**src/rtl/reg_file_mp_pkg.sv**
```systemverilog
// Shared types and helpers for the two-write / two-read register file.
// Optional feature macro used by the top: REG_FILE_MP_BYPASS_EN.
package reg_file_mp_pkg;

   localparam int DEF_DATA_WIDTH = 32;
   localparam int DEF_ADDR_WIDTH = 5;

   // CLEAR: post-reset zeroing sweep; RUN: normal operation until the next rst
   typedef enum logic {
      CLEAR = 1'b0,
      RUN   = 1'b1
   } state_t;

   // Resolve which write ports commit this cycle.
   // Result is {commit_b, commit_a}; port B wins an address collision.
   function automatic logic [1:0] write_commit(input logic en_a,
                                               input logic en_b,
                                               input logic same_addr);
      return {en_b, en_a & ~(en_b & same_addr)};
   endfunction

endpackage

```
**src/rtl/reg_file_mp_clear_seq.sv**
```systemverilog
// Post-reset clear sequencer: sweeps a pointer over every entry, then
// raises ready and stays in RUN until rst. State is exposed for observation.
module reg_file_mp_clear_seq
   import reg_file_mp_pkg::*;
#(
   parameter int ADDR_WIDTH = DEF_ADDR_WIDTH
) (
   input  logic                  clk,
   input  logic                  rst,
   output logic                  clear_en,
   output logic [ADDR_WIDTH-1:0] clear_addr,
   output logic                  ready,
   output state_t                state
);

   localparam logic [ADDR_WIDTH-1:0] LAST_ADDR = '1;

   state_t                state_next;
   logic [ADDR_WIDTH-1:0] ptr;
   logic [ADDR_WIDTH-1:0] ptr_next;

   // State and pointer register; rst restarts the sweep from entry 0
   always_ff @(posedge clk) begin
      if (rst) begin
         state <= CLEAR;
         ptr   <= '0;
      end else begin
         state <= state_next;
         ptr   <= ptr_next;
      end
   end

   // Next state: advance pointer in CLEAR, leave on the explicit terminal compare
   always_comb begin
      state_next = state;
      ptr_next   = ptr;
      if (state == CLEAR) begin
         ptr_next = ptr + 1'b1;
         if (ptr == LAST_ADDR) begin
            state_next = RUN;
            ptr_next   = '0;
         end
      end
   end

   // Outputs: clear strobe is suppressed while rst is held
   always_comb begin
      clear_en   = (state == CLEAR) && !rst;
      clear_addr = ptr;
      ready      = (state == RUN);
   end

endmodule

```
**src/rtl/reg_file_mp.sv**
```systemverilog
// Parametrised 2W/2R register file with post-reset clear, port-B write
// priority and optional hardwired-zero entry 0.
// Optional same-cycle write-to-read bypass: define REG_FILE_MP_BYPASS_EN.
module reg_file_mp
   import reg_file_mp_pkg::*;
#(
   parameter int DATA_WIDTH = DEF_DATA_WIDTH,
   parameter int ADDR_WIDTH = DEF_ADDR_WIDTH,
   parameter int ZERO_REG   = 1
) (
   input  logic                  clk,
   input  logic                  rst,
   input  logic                  wen_a,
   input  logic [ADDR_WIDTH-1:0] waddr_a,
   input  logic [DATA_WIDTH-1:0] wdata_a,
   input  logic                  wen_b,
   input  logic [ADDR_WIDTH-1:0] waddr_b,
   input  logic [DATA_WIDTH-1:0] wdata_b,
   input  logic [ADDR_WIDTH-1:0] raddr1,
   input  logic [ADDR_WIDTH-1:0] raddr2,
   output logic [DATA_WIDTH-1:0] rdata1,
   output logic [DATA_WIDTH-1:0] rdata2,
   output logic                  ready
);

   localparam int DEPTH = 2 ** ADDR_WIDTH;

   logic [DATA_WIDTH-1:0] mem [DEPTH];

   logic                  clear_en;
   logic [ADDR_WIDTH-1:0] clear_addr;
   state_t                seq_state;
   logic                  run;
   logic                  ok_a;
   logic                  ok_b;
   logic                  commit_a;
   logic                  commit_b;

   reg_file_mp_clear_seq #(
      .ADDR_WIDTH(ADDR_WIDTH)
   ) u_clear_seq (
      .clk       (clk),
      .rst       (rst),
      .clear_en  (clear_en),
      .clear_addr(clear_addr),
      .ready     (ready),
      .state     (seq_state)
   );

   // Write qualification: only in RUN, never during rst, never to a hardwired zero entry
   always_comb begin
      run  = (seq_state == RUN);
      ok_a = run && !rst && wen_a && !((ZERO_REG != 0) && (waddr_a == '0));
      ok_b = run && !rst && wen_b && !((ZERO_REG != 0) && (waddr_b == '0));
      {commit_b, commit_a} = write_commit(ok_a, ok_b, waddr_a == waddr_b);
   end

   // Array update: clear sweep has the array exclusively; otherwise committed writes
   always_ff @(posedge clk) begin
      if (clear_en) begin
         mem[clear_addr] <= '0;
      end else begin
         if (commit_a) mem[waddr_a] <= wdata_a;
         if (commit_b) mem[waddr_b] <= wdata_b;
      end
   end

   // Read port 1: array value, optional bypass (B over A), zero masking
   always_comb begin
      rdata1 = '0;
      if (run) begin
         rdata1 = mem[raddr1];
`ifdef REG_FILE_MP_BYPASS_EN
         if (commit_a && (waddr_a == raddr1)) rdata1 = wdata_a;
         if (commit_b && (waddr_b == raddr1)) rdata1 = wdata_b;
`endif
         if ((ZERO_REG != 0) && (raddr1 == '0)) rdata1 = '0;
      end
   end

   // Read port 2: same rules as port 1
   always_comb begin
      rdata2 = '0;
      if (run) begin
         rdata2 = mem[raddr2];
`ifdef REG_FILE_MP_BYPASS_EN
         if (commit_a && (waddr_a == raddr2)) rdata2 = wdata_a;
         if (commit_b && (waddr_b == raddr2)) rdata2 = wdata_b;
`endif
         if ((ZERO_REG != 0) && (raddr2 == '0)) rdata2 = '0;
      end
   end

endmodule

```
**config.mk**
```make
export PLATFORM = sky130hd
export DESIGN_NAME = reg_file_mp
export DESIGN_NICKNAME = d
export VERILOG_FILES = /design/src/rtl/reg_file_mp_pkg.sv /design/src/rtl/reg_file_mp_clear_seq.sv /design/src/rtl/reg_file_mp.sv
export SDC_FILE = /design/constraint.sdc
export NUM_CORES = 2
export LEC_CHECK = 0
export BUFFER_PORTS_ARGS = -buffer_cell sky130_fd_sc_hd__clkbuf_2
export CORE_MARGIN = 2
export CORE_UTILIZATION = 45
export DETAILED_ROUTE_END_ITERATION = 6
export PLACE_DENSITY = 0.72
export SYNTH_ARGS = -nofsm -noshare
export SYNTH_HDL_FRONTEND = slang
export SYNTH_SLANG_ARGS = --single-unit
```
**constraint.sdc**
```tcl
create_clock -name clk -period 4.8 [get_ports clk]
set_input_delay 0.24 -clock clk [delete_from_list [all_inputs] [get_ports clk]]
set_output_delay 0.24 -clock clk [all_outputs]
set_load 0.1 [all_outputs]
```
==> run summary <==
The total setup violations reported at the end of the flow was 0; the mean instance size in the synthesized netlist was 12.3 um2. The logs give 236 MHz for the maximum clock frequency and 0.72 ns for the clock latency on the worst-skew pair. Wires add up to 192 mm. Entering global routing, the biggest net connects 77 pins. The flow ran to the end, but the final reports show violations. In this run the deepest clock path goes through 3 buffers. The half-perimeter wire length of the detailed placement result is 116 mm.

Number of violations reported at the end of detailed-routing iteration 0: 7388. Clock period minus final worst setup slack: 4.24 ns. The run gives 41200 as the via count of the first global-routing pass. Clock-pin slew was measured on the worst setup and hold paths at 0.07 ns. Setup repair after global routing left no endpoint under its margin.

The logs give 0 ns for the aggregate negative setup slack and 0 for the max-cap violation count. Register bit count reported by yosys: 1030. The run gives 0 as the final max-slew violation count.

The hold path endpoint was mem[0][22]$_DFFE_PP_. Counting cells, the worst reg-to-reg path comes to 6. The mapped netlist covers 58100 um2. Once the floorplan was initialized, standard cells occupied 45.4% of the core. The first global-routing pass estimated 278 mm of wire. Power per cell area: 303 nW/um2.

From synthesis to final layout, the design area changed by 9.96%. The worst pin sits at a relative slew slack of 15.9%. IR analysis of the VDD net gives a maximum drop of 0.000351 V. The number of instances resized during post-cts repair is 0, and the largest fanout of any net on the critical path is 19. TritonCTS built the clock tree.

For flop-to-flop paths, the worst setup slack is 1.14 ns. The number of warnings reported in the yosys synthesis log was 0. The TritonCTS buffer count is 106. The critical setup path kind was flip-flop to primary output.

In this run the most critical hold path is launched from wdata_a[22]. The worst hold-check slack is 0.0901 ns, and the fraction of registers with async set or reset after synthesis is 0%. The post-detailed-route wirelength per cell came out at 30.5 um. Count of antenna-violating nets left after detailed routing: 0.

Once placement completed, the tool counted placed cells totaling 6104. The final net count was 4641. After floorplanning, the core was divided into 131 placement rows. The slowest stage of the critical path is the sky130_fd_sc_hd__nor4_1 cell. Counting every net in the synthesized netlist gives 4818. Sequential cells were found to cover 53.2% of the synthesized design area. In the synthesized netlist the dominant register cell turns out to be sky130_fd_sc_hd__edfxtp_1. Global routing used 29.0% of the available tracks across all layers.

STA classifies the critical path endpoint as a primary output. The first-pass iteration count of the detailed router was 7. The portion of synthesized cell area occupied by the leading cell type is 53.0%, and the total congestion overflow is 0.

The number of synthesized flops with an enable pin is 1024, and the number of buffers inserted by port buffering is 152. The overall power was 19400 uW; the non-filler instance count after layout was 6306. Counting distinct cell types in the post-synthesis netlist gives 44.

The final reports fail on design-rule violations. For the count of final hold-check violations, the log shows 0. The data arrival time of the critical path is 4.00 ns.

Routability-driven placement finished with a final weighted congestion of 0.946. In the synthesized netlist, the cells that appear most often are sky130_fd_sc_hd__o21ai_0, sky130_fd_sc_hd__nand2_1, sky130_fd_sc_hd__edfxtp_1. Of the cells placed in the final design, the portion with a size suffix greater than 1 is 24.2%. The largest clock skew in the final design was 0.0240 ns.

The tree built by TritonCTS fans out to 1030 sinks. Post-layout instance area: 63900 um2. In this run the critical register-to-register path is captured at mem[28][30]$_DFFE_PP_.

The number of buffers and inverters on the critical path was 3; the CTS H-tree depth was 3. The largest stage delay on the critical path works out to 0.81 ns. The type of the worst min-delay path is primary input to flip-flop. The worst register-to-register path begins at u_clear_seq.ready$_SDFF_PP0_.

Post-CTS timing repair inserted 0 buffers for setup. Broken down by cell family, the worst path's largest delay share belongs to buffers and inverters. The synthesized design spends more area on one cell type than any other, namely sky130_fd_sc_hd__edfxtp_1. The number of instances on the worst hold path is 4, and the count of vias placed by the detailed router is 42400. The tools report the CTS root buffer as sky130_fd_sc_hd__clkbuf_16. Walking the worst path, the cells encountered are buf_4 > a21boi_4 > buf_4 > o21ai_0 > nor4_1 > clkbuf_2.

Number of hold buffers added after CTS: 1. For this run, design rule violations remaining after detail routing come to 25. By area the synthesized netlist is led by sky130_fd_sc_hd__edfxtp_1, sky130_fd_sc_hd__mux4_2, sky130_fd_sc_hd__o21ai_0, sky130_fd_sc_hd__nand2_1, sky130_fd_sc_hd__clkbuf_1. The run gives 4728 as the post-synthesis cell count. The overall die height was 363 um. The number of vias per cell after detailed routing was 6.73. Initial antenna violation count: 18. Dominant cell by count in the synthesized netlist: sky130_fd_sc_hd__o21ai_0.

For the pin with the worst max-slew slack, the measured transition is 1.26 ns. Pin placement for this block handled 153 I/O pins. Dividing the final minimum period by the clock period gives 88.4%. The core outline area was 128000 um2. The run gives 0.0219 uW as the static power due to leakage. Standard cell area after detailed placement: 60500 um2. The cell type with the highest occurrence count on the critical path was sky130_fd_sc_hd__buf_4.

The tools report the die footprint as 132000 um2. STA classifies the critical path startpoint as a flip-flop. The worst endpoint required time was 4.56 ns. The floorplan die width is 363 um.
-- how the worst max path moves through the flow --
| stage | cells past startpoint | to | from |
|---|---|---|---|
| floorplan | 4 | rdata2[21] | u_clear_seq.ready$_SDFF_PP0_ |
| global placement | 8 | mem[22][22]$_DFFE_PP_ | waddr_b[2] |
| detailed placement | 8 | mem[22][27]$_DFFE_PP_ | rst |
| CTS | 6 | rdata2[20] | u_clear_seq.ready$_SDFF_PP0_ |
| global route | 5 | rdata2[1] | u_clear_seq.ready$_SDFF_PP0_ |
| finish | 6 | rdata2[20] | u_clear_seq.ready$_SDFF_PP0_ |
-- power breakdown --
group | total, uW | switching [uW] | internal (uW)
Sequential | 9820 | 25.0 | 9800
Combinational | 1380 | 875 | 510
Clock | 8160 | 3630 | 4530
Total | 19400 | 4530 | 14800
-- registers in the layout, summed over array words and instances (netlist names) --
register                cells
u_clear_seq.clear_addr      5
u_clear_seq.ready           1
mem                      1024
-- cells in the final DEF, fill, tap and decap left out, drive strengths merged, types with 12 or more instances in the layout --
cell	count
o21ai	1056
nand2	1031
edfxtp	1024
mux4	576
clkbuf	269
nor2	158
buf	152
o22ai	85
nor4	67
clkinv	53
inv	42
o21bai	12
-- worst reg2reg max path: stages, from the launching register on --
cell	delay, ns
sky130_fd_sc_hd__dfxtp_1	0.46
sky130_fd_sc_hd__nand3b_1	0.27
sky130_fd_sc_hd__a211oi_1	0.38
sky130_fd_sc_hd__a21oi_4	0.24
sky130_fd_sc_hd__a32oi_2	1.06
sky130_fd_sc_hd__o22ai_4	0.54
sky130_fd_sc_hd__buf_4	0.42
-- final cells by class --
class | instances | area, um2
multi-input combinational | 3078 | 25300
fill | 10600 | 64000
sequential | 1030 | 30900
clock buffer | 125 | 2770
antenna | 9 | 22.5
timing repair buffer | 297 | 2110
clock inverter | 67 | 553
inverter | 38 | 143
tap | 1662 | 2080
-- cell families (layout without fill, tap and decap cells) --
family	after synthesis	count (layout)	share of synthesized area, %
fa+ha+maj	2	2	0.0431
compound gates	1172	1172	10.5
flops	1030	1030	53.2
buf+inv	620	527	4.65
simple gates	1313	1313	9.07
mux	586	586	22.5
xor+xnor	5	5	0.0754
other cells	0	9	0
-- per-stage QoR --
| stage | util (%) | setup slack, ns |
|---|---|---|
| 6_report | 49.9 | 0.558 |
| 5_1_grt | 49.9 | 0.543 |
| 4_1_cts | 49.9 | 0.677 |
| 3_5_place_dp | 47.3 | 1.13 |
| 3_3_place_gp | 47.3 | 1.15 |
| 2_1_floorplan | - | 0.00945 |
-- routing by layer --
layer	wire length (um)	share of wire [%]	vias up	track usage, %
li1	-	-	17600	-
met1	64200	33	20700	37.5
met2	87800	46	3505	44.2
met3	31000	16	587	9.74
met4	9240	4.8	16	13.6
met5	164	0.085	-	0.690
No activity file was read; power rests on OpenSTA's default activity.
